**src/rtl/regfile_dual_pkg.sv**
```systemverilog
// rtl/regfile_dual_pkg.sv - shared widths and writeback slot layout for the GPR/HILO file
package regfile_dual_pkg;

    localparam int RF_DATA_W   = 32;
    localparam int RF_ADDR_W   = 5;
    localparam int HILO_WD     = 2 + 2 * RF_DATA_W;
    localparam int WB_TO_RF_WD = HILO_WD + 1 + RF_ADDR_W + RF_DATA_W;

    typedef struct packed {
        logic                 hi_we;
        logic                 lo_we;
        logic [RF_DATA_W-1:0] hi_wdata;
        logic [RF_DATA_W-1:0] lo_wdata;
    } hilo_bus_t;

    // Field order mirrors the writeback stage's slot concatenation, MSB first.
    typedef struct packed {
        hilo_bus_t            hilo;
        logic                 we;
        logic [RF_ADDR_W-1:0] waddr;
        logic [RF_DATA_W-1:0] wdata;
    } wb_slot_t;

    function automatic logic gpr_write_hits(input wb_slot_t slot, input logic [RF_ADDR_W-1:0] addr);
        return slot.we && (slot.waddr != '0) && (slot.waddr == addr);
    endfunction

endpackage

```
**src/rtl/hilo_reg.sv**
```systemverilog
// rtl/hilo_reg.sv - HI/LO pair with independent per-half writes, younger slot wins
// Optional write-through forwarding under RF_WRITE_BYPASS_EN.
module hilo_reg
    import regfile_dual_pkg::*;
(
    input  logic                 clk,
    input  logic                 rst,
    input  hilo_bus_t            hilo_i1_i,
    input  hilo_bus_t            hilo_i2_i,
    output logic [RF_DATA_W-1:0] hi_o,
    output logic [RF_DATA_W-1:0] lo_o
);

    logic [RF_DATA_W-1:0] hi_q, hi_d;
    logic [RF_DATA_W-1:0] lo_q, lo_d;

    always_comb begin
        hi_d = hi_q;
        lo_d = lo_q;
        if (hilo_i1_i.hi_we) hi_d = hilo_i1_i.hi_wdata;
        if (hilo_i2_i.hi_we) hi_d = hilo_i2_i.hi_wdata;
        if (hilo_i1_i.lo_we) lo_d = hilo_i1_i.lo_wdata;
        if (hilo_i2_i.lo_we) lo_d = hilo_i2_i.lo_wdata;
    end

    always_ff @(posedge clk or posedge rst) begin
        if (rst) begin
            hi_q <= '0;
            lo_q <= '0;
        end else begin
            hi_q <= hi_d;
            lo_q <= lo_d;
        end
    end

`ifdef RF_WRITE_BYPASS_EN
    assign hi_o = rst ? '0 : hi_d;
    assign lo_o = rst ? '0 : lo_d;
`else
    assign hi_o = hi_q;
    assign lo_o = lo_q;
`endif

endmodule

```
**src/rtl/regfile_dual.sv**
```systemverilog
// rtl/regfile_dual.sv - dual-write, quad-read GPR file plus HI/LO fed by the writeback bus
// Optional same-cycle write forwarding under RF_WRITE_BYPASS_EN.
module regfile_dual
    import regfile_dual_pkg::*;
#(
    parameter int DATA_W = 32,
    parameter int NREG   = 32
) (
    input  logic                     clk,
    input  logic                     rst,
    input  logic [2*WB_TO_RF_WD-1:0] wb_to_rf_bus,
    input  logic [RF_ADDR_W-1:0]     raddr1,
    input  logic [RF_ADDR_W-1:0]     raddr2,
    input  logic [RF_ADDR_W-1:0]     raddr3,
    input  logic [RF_ADDR_W-1:0]     raddr4,
    output logic [DATA_W-1:0]        rdata1,
    output logic [DATA_W-1:0]        rdata2,
    output logic [DATA_W-1:0]        rdata3,
    output logic [DATA_W-1:0]        rdata4,
    output logic [DATA_W-1:0]        hi_o,
    output logic [DATA_W-1:0]        lo_o
);

    wb_slot_t slot_i1, slot_i2;
    assign slot_i1 = wb_slot_t'(wb_to_rf_bus[WB_TO_RF_WD-1:0]);
    assign slot_i2 = wb_slot_t'(wb_to_rf_bus[2*WB_TO_RF_WD-1:WB_TO_RF_WD]);

    logic [DATA_W-1:0] gpr_q [NREG];
    logic [DATA_W-1:0] gpr_d [NREG];

    // i2 is applied last so the younger instruction wins a same-address conflict.
    always_comb begin
        gpr_d = gpr_q;
        if (slot_i1.we && slot_i1.waddr != '0) gpr_d[slot_i1.waddr] = slot_i1.wdata;
        if (slot_i2.we && slot_i2.waddr != '0) gpr_d[slot_i2.waddr] = slot_i2.wdata;
    end

    always_ff @(posedge clk or posedge rst) begin
        if (rst) begin
            for (int i = 0; i < NREG; i++) gpr_q[i] <= '0;
        end else begin
            gpr_q <= gpr_d;
        end
    end

    logic [RF_ADDR_W-1:0] raddr_a [4];
    logic [DATA_W-1:0]    rdata_a [4];

    assign raddr_a[0] = raddr1;
    assign raddr_a[1] = raddr2;
    assign raddr_a[2] = raddr3;
    assign raddr_a[3] = raddr4;

    always_comb begin
        for (int p = 0; p < 4; p++) begin
            rdata_a[p] = '0;
            if (!rst && raddr_a[p] != '0) begin
                rdata_a[p] = gpr_q[raddr_a[p]];
`ifdef RF_WRITE_BYPASS_EN
                if (gpr_write_hits(slot_i1, raddr_a[p])) rdata_a[p] = slot_i1.wdata;
                if (gpr_write_hits(slot_i2, raddr_a[p])) rdata_a[p] = slot_i2.wdata;
`endif
            end
        end
    end

    assign rdata1 = rdata_a[0];
    assign rdata2 = rdata_a[1];
    assign rdata3 = rdata_a[2];
    assign rdata4 = rdata_a[3];

    hilo_reg u_hilo_reg (
        .clk       (clk),
        .rst       (rst),
        .hilo_i1_i (slot_i1.hilo),
        .hilo_i2_i (slot_i2.hilo),
        .hi_o      (hi_o),
        .lo_o      (lo_o)
    );

endmodule
```
**config.mk**
```make
export PLATFORM = sky130hd
export DESIGN_NAME = regfile_dual
export DESIGN_NICKNAME = d
export VERILOG_FILES = /design/src/rtl/regfile_dual_pkg.sv /design/src/rtl/hilo_reg.sv /design/src/rtl/regfile_dual.sv
export SDC_FILE = /design/constraint.sdc
export NUM_CORES = 2
export LEC_CHECK = 0
export CAP_MARGIN = 40
export CORE_AREA = 2 2 493 691
export DETAILED_ROUTE_END_ITERATION = 10
export DIE_AREA = 0 0 495 693
export GPL_TIMING_DRIVEN = 0
export PLACE_DENSITY = 0.46
export SLEW_MARGIN = 20
export SYNTH_ARGS = -nofsm -noshare
export SYNTH_HDL_FRONTEND = slang
export SYNTH_SLANG_ARGS = --single-unit
```
**constraint.sdc**
```tcl
create_clock -name clk -period 88.6 [get_ports clk]
set_input_delay 13.29 -clock clk [delete_from_list [all_inputs] [get_ports clk]]
set_output_delay 13.29 -clock clk [all_outputs]
set_load 0.01 [all_outputs]
```
======== Yosys cells after proc, flatten, opt, wreduce, memory -nomap -nowiden ========
Cells that the tools add are included.
word-level totals
  word-level logic and storage cells ...... 93
  output and inout port bits .............. 192
  flip-flop bits (word level) ............. 1088
operators by class
  mux-type cells .......................... 28
  reduce and logical (&&, ||, !) cells .... 17
  bitwise logic cells ..................... 6
  magnitude comparators ................... 8
operators with widths
  cell                  number
  $bwmux W1024          2
  $mux W1024            2
  $bmux W32 S5          4
  $mux W32              18
  $demux W32 S5         2
  $ge A6 B6 Y1 const B  6
  $not A5 Y6            6
  $reduce_bool A5 Y1    6
  $lt A6 B1 Y1 const B  2
  $logic_and A1 B1 Y1   8
  $reduce_bool A2 Y1    2
  $logic_not A1 Y1      1

======== Depth between registers and ports, before layout ========
  word-level depth ........................ 9
  mapped depth ............................ 9

======== Hierarchy ========
A second synthesis with hierarchy kept.
second synthesis, totals
  cell total of the unflattened synthesis .. 8399
  area, all modules ....................... 83495.1 um2
modules (own cells, without submodules)
  module        instances  area each (um2)  cells each  sequential area each (um2)
  regfile_dual  1          80463.4          8120        25624.6
  hilo_reg      1          3031.7           279         1601.5

======== Worst setup path before layout ========
OpenSTA, ideal clock, no wires.
  kind .................................... input -> output
  from .................................... input rst
  to ...................................... output rdata3[20]
  path buffers ............................ 3
  stages .................................. 7
  data arrival time ....................... 38.559 ns
  data required time ...................... 75.310 ns
  setup slack ............................. 36.751 ns
  cell sequence ........................... clkbuf_1 -> inv_1 -> and3_1 -> clkbuf_1 -> clkbuf_1 -> nand3_1 -> nand4_1
between the ends
  longest elaborated chain between the ends .. 3
ends and longest elaborated chain
  element                            RTL line            RTL
  start, declared                    regfile_dual.sv:10  input logic rst,
  $logic_not A1 Y1 (no source line)  -
  $logic_and A1 B1 Y1                regfile_dual.sv:57  if (!rst && raddr_a[p] != '0) begin
  $mux W32                           regfile_dual.sv:57
  end, declared                      regfile_dual.sv:18  output logic [DATA_W-1:0] rdata3,
No other way between the ends.

======== Final worst setup path ========
  from .................................... input raddr1[1]
  to ...................................... output rdata1[6]
between the ends
  longest elaborated chain between the ends .. 5
  elaborated cells between the ends (all ways) .. 7
  those cells by class .................... 4 x mux; 1 x bitwise; 2 x reduce/logical
ends and longest elaborated chain
  element                                      RTL line            RTL
  start, declared                              regfile_dual.sv:12  input logic [RF_ADDR_W-1:0] raddr1,
  $not A5 Y6 (implied by the code)             regfile_dual.sv:58  rdata_a[p] = gpr_q[raddr_a[p]];
  $bmux W32 S5                                 regfile_dual.sv:58
  $mux W32 (implied by the code) (2 in a row)  regfile_dual.sv:58
  $mux W32 *                                   regfile_dual.sv:57
  end, declared                                regfile_dual.sv:16  output logic [DATA_W-1:0] rdata1,
Every way passes the cells marked *; elsewhere a longest branch is shown, timed or not. The select of a mux whose other input is x is not followed.

==> impl_table.tex <==
\begin{tabular}{lr}
\hline
Metric & Value \\
\hline
\multicolumn{2}{l}{\textbf{Yosys}} \\
\quad Async S/R FF share, synth & 1.00 \\
\quad Adder and majority cell fraction of the synthesized area & 0 \\
\quad Flip-flop and latch count after synthesis & 1088 \\
\quad Main combinational cell family by area after synthesis & multiplexers \\
\quad Warnings, synthesis & 0 \\
\quad Yosys cell types & 50 \\
\quad Compound-cell area share of the yosys netlist & 0.146 \\
\quad Most used flip-flop cell after synthesis & sky130\_fd\_sc\_hd\_\_dfrtp\_1 \\
\quad Share of cell area taken by muxes after synthesis & 0.366 \\
\quad Synthesized instance count & 8482 \\
\quad Simple logic cell fraction of the synthesized area & 0.107 \\
\quad Post-synthesis xor/xnor area fraction & 0 \\
\quad Number of enable-type register cells in the synthesized netlist & 0 \\
\quad Cell taking the most area after synthesis & sky130\_fd\_sc\_hd\_\_dfrtp\_1 \\
\quad Cell types occupying the most area after synthesis & sky130\_fd\_sc\_hd\_\_dfrtp\_1 (32\%), sky130\_fd\_sc\_hd\_\_mux2i\_1 (15\%), sky130\_fd\_sc\_hd\_\_mux4\_2 (14\%) \\
\quad Cell area after technology mapping & 0.0839 sq mm \\
\quad Mean post-synth cell area & 9.90 sq um \\
\quad Share of the synthesized area in the top cell type & 0.324 \\
\quad Synth Net Count & 8712 \\
\quad Sequential cell area fraction in the yosys report & 0.324 \\
\multicolumn{2}{l}{\textbf{Clock tree}} \\
\quad Hold Buf Count CTS & 0 \\
\quad Number of gates given a new drive strength after cts & 0 \\
\quad TritonCTS Sinks & 1088 \\
\quad Number of buffers on the longest clock path & 4 \\
\quad CTS tree & done \\
\quad Clock transition at the registers of the reported paths & 60 ps \\
\quad Cell at the root of the clock tree & sky130\_fd\_sc\_hd\_\_clkbuf\_16 \\
\quad TritonCTS buffer count & 153 \\
\quad Latest clock arrival within the worst-skew pair & 910 ps \\
\quad Max H-tree Level & 4 \\
\quad Buffer count from post-CTS setup fixing & 0 \\
\multicolumn{2}{l}{\textbf{Worst setup path}} \\
\quad R2r startpoint & gpr\_q[968] \\
\quad Kind of launch point of the worst setup path & input port \\
\quad Depth of the worst register-to-register path & 2 \\
\quad Maximum fanout along the worst path & 10 \\
\quad Reg-to-reg critical path endpoint & gpr\_q[968] \\
\quad Worst setup path category & input port to output pin \\
\quad Flop-to-flop setup slack & 87310 ps \\
\quad Kind of end point of the critical path & output pin \\
\quad Data required time at the worst endpoint & 75310 ps \\
\quad Critical Path AT & 18920 ps \\
\multicolumn{2}{l}{\textbf{Final layout}} \\
\quad Final \#Nets & 9718 \\
\quad Leading cell type in the layout, fill and taps excluded & sky130\_fd\_sc\_hd\_\_mux2i\_1 \\
\quad Signed area change from the synthesized netlist to the final layout & 28.8\% \\
\quad Commonest cells after routing, fill and taps aside & sky130\_fd\_sc\_hd\_\_mux2i\_1 (1276), sky130\_fd\_sc\_hd\_\_dfrtp\_1 (1088), sky130\_fd\_sc\_hd\_\_nor2\_1 (682), sky130\_fd\_sc\_hd\_\_a21oi\_1 (672), sky130\_fd\_sc\_hd\_\_mux2\_2 (585) \\
\quad Core Util, Final & 0.320 \\
\quad Fraction of layout instances using a drive strength above 1 & 0.265 \\
\multicolumn{2}{l}{\textbf{Power}} \\
\quad Static leakage power & 0.0443 uW \\
\quad VDD IR-drop max & 12.8 uV \\
\quad Power density over the cells & 21.2 mW/mm\^{}2 \\
\multicolumn{2}{l}{\textbf{Min path}} \\
\quad Worst hold-check path type & flop to flop \\
\quad Worst Hold Path Cells & 1 \\
\quad Worst min-delay path startpoint & gpr\_q[1015] \\
\quad Hold Path Sink & gpr\_q[1015] \\
\multicolumn{2}{l}{\textbf{Die}} \\
\quad Standard cell core area & 0.337 sq mm \\
\quad Initial cell density of the core & 0.249 \\
\quad Vertical die dimension & 693 um \\
\quad Cell row count & 253 \\
\quad Full die area & 0.343 sq mm \\
\quad Number of top-level pins & 422 \\
\quad Chip width & 495 um \\
\multicolumn{2}{l}{\textbf{Place}} \\
\quad RePlAce Congestion & 1.07 \\
\quad Detailed placer's ending HPWL & 675000 um \\
\quad IO buf count & 404 \\
\multicolumn{2}{l}{\textbf{STA}} \\
\quad Number of endpoints with negative hold slack in the final report & 0 \\
\quad Fin crit share & 0.364 \\
\quad Final critical path time including I/O delays and setup & 32210 ps \\
\quad Maximum operating frequency & 31.0 MHz \\
\quad Setup repair after global routing missed its margin & no \\
\quad Number of slew-limit violations in the final report & 0 \\
\quad Tightest Pin Transition & 1250 ps \\
\quad Worst Skew & 0 ps \\
\quad Number of setup violations in the final report & 0 \\
\quad Slew Limit Headroom & 0.166 \\
\quad Final-layout setup total negative slack & 0 ps \\
\multicolumn{2}{l}{\textbf{Global route}} \\
\quad Total global routing overflow & 0 \\
\quad Tot GR Track Use & 0.513 \\
\quad Vias in the first global route & 89300 \\
\quad Top Usage Layer GRT & met2 \\
\quad Met1 usage in global routing & 0.528 \\
\quad Wire length of the first global-routing pass & 1110000 um \\
\quad Met2 Resource Use GR & 0.718 \\
\quad Global-route track usage on met3 & 0.255 \\
\quad Maximum number of pins on one net before global-route repair & 97 \\
\quad Initial antenna violation count & 168 \\
\multicolumn{2}{l}{\textbf{Drt}} \\
\quad DRC marker count from the first detailed-route iteration & 15100 \\
\quad Antenna Violating Nets Remaining & 0 \\
\quad Count of unresolved DRC violations after routing & 0 \\
\quad Drt via density & 6.87 \\
\quad Vias post-DR & 97600 \\
\quad TritonRoute pass-1 iters & 7 \\
\quad Wirelength per Cell & 63.2 um \\
\quad Total length of routed wires & 898000 um \\
\multicolumn{2}{l}{\textbf{Outcome}} \\
\quad Result of the run & finished, final reports clean \\
\multicolumn{2}{l}{\textbf{Run}} \\
\quad Max Cap Violations & 0 \\
\hline
\end{tabular}
## how the worst max path moves through the flow
stage | start | endpoint | slack, ps
6_report | raddr1[1] | rdata1[6] | 56390
3_3_place_gp | rst | rdata3[29] | 18880
2_1_floorplan | rst | rdata3[20] | 36750
5_1_grt | raddr1[1] | rdata1[6] | 56910
3_5_place_dp | raddr1[1] | rdata1[7] | 56830
4_1_cts | raddr1[1] | rdata1[7] | 56830
## cell usage after synthesis (11+ instances only)
cell type,n
sky130_fd_sc_hd__mux2i_1,1276
sky130_fd_sc_hd__dfrtp_1,1088
sky130_fd_sc_hd__nor2_1,685
sky130_fd_sc_hd__a21oi_1,672
sky130_fd_sc_hd__clkbuf_1,641
sky130_fd_sc_hd__mux2_2,585
sky130_fd_sc_hd__o21ai_0,550
sky130_fd_sc_hd__nand2_1,523
sky130_fd_sc_hd__mux4_2,504
sky130_fd_sc_hd__a22oi_1,233
sky130_fd_sc_hd__buf_2,232
sky130_fd_sc_hd__nor2b_1,209
sky130_fd_sc_hd__a211oi_1,195
sky130_fd_sc_hd__o22ai_1,195
sky130_fd_sc_hd__nand3_1,183
sky130_fd_sc_hd__nand4_1,130
sky130_fd_sc_hd__o31a_1,94
sky130_fd_sc_hd__or3_1,93
sky130_fd_sc_hd__buf_4,91
sky130_fd_sc_hd__buf_1,39
sky130_fd_sc_hd__a22o_1,34
sky130_fd_sc_hd__a31oi_1,31
sky130_fd_sc_hd__a32oi_1,30
sky130_fd_sc_hd__o21ai_1,26
sky130_fd_sc_hd__buf_6,25
sky130_fd_sc_hd__nor3_1,14
sky130_fd_sc_hd__nand2b_1,13
sky130_fd_sc_hd__and2_1,11
## through the flow
step	setup WS, ps	power, uW	area (sq um)	instances	hold slack, ps
after floorplan	36750	1170	83900	8482	474
final	56390	2290	108000	14200	529
after global placement	18880	1540	93600	13300	493
after CTS	56830	2240	107000	14000	523
after global routing	56910	2320	108000	14100	539
after detailed placement	56830	1580	102000	13700	509
## power breakdown
part | switching (uW) | internal, uW | leakage [uW]
clock network | 294 | 373 | 0.00241
registers | 232 | 620 | 0.0132
logic | 419 | 356 | 0.0287
total | 945 | 1350 | 0.0443
## sequential cells by signal, summed over array words and instances, names as in the netlist
signal / count
gpr_q: 1024
u_hilo_reg.hi_o: 32
u_hilo_reg.lo_o: 32
## final cells by class
type                            instances  area [sq um]
Fill cell                           34900        229000
Inverter                                2          15.0
Clock buffer                          211          4420
Multi-Input combinational cell       6362         52200
Antenna cell                          165           413
Timing Repair Buffer                  851         12500
Buffer                               1030          5180
Tap cell                             4462          5580
Sequential cell                      1088         27200
Clock inverter                         40           498
## worst max-delay path, stage by stage
cell                              delay [ps]
sky130_fd_sc_hd__clkdlybuf4s50_1         780
sky130_fd_sc_hd__buf_2                   530
sky130_fd_sc_hd__buf_4                   610
sky130_fd_sc_hd__buf_2                   760
sky130_fd_sc_hd__mux4_2                  430
sky130_fd_sc_hd__a22oi_1                 690
sky130_fd_sc_hd__o31a_1                  380
sky130_fd_sc_hd__nand4_1                 610
sky130_fd_sc_hd__clkdlybuf4s50_1         700
## logic make-up (layout without fill, tap and decap cells)
family,count (synthesis),count (layout)
multiplexers,2365,2365
AND/OR/NAND/NOR,1934,1934
other,0,165
AO/OA/AOI/OAI,2063,2063
buffers and inverters,1032,2134
flip-flops,1088,1088
## layer usage
metal | part of all wire | wire (um)
met2 | 0.41 | 370000
met1 | 0.33 | 300000
met4 | 0.13 | 120000
met3 | 0.12 | 107000
met5 | 0.00097 | 870
Note: power is estimated with default switching activity, not from simulation.
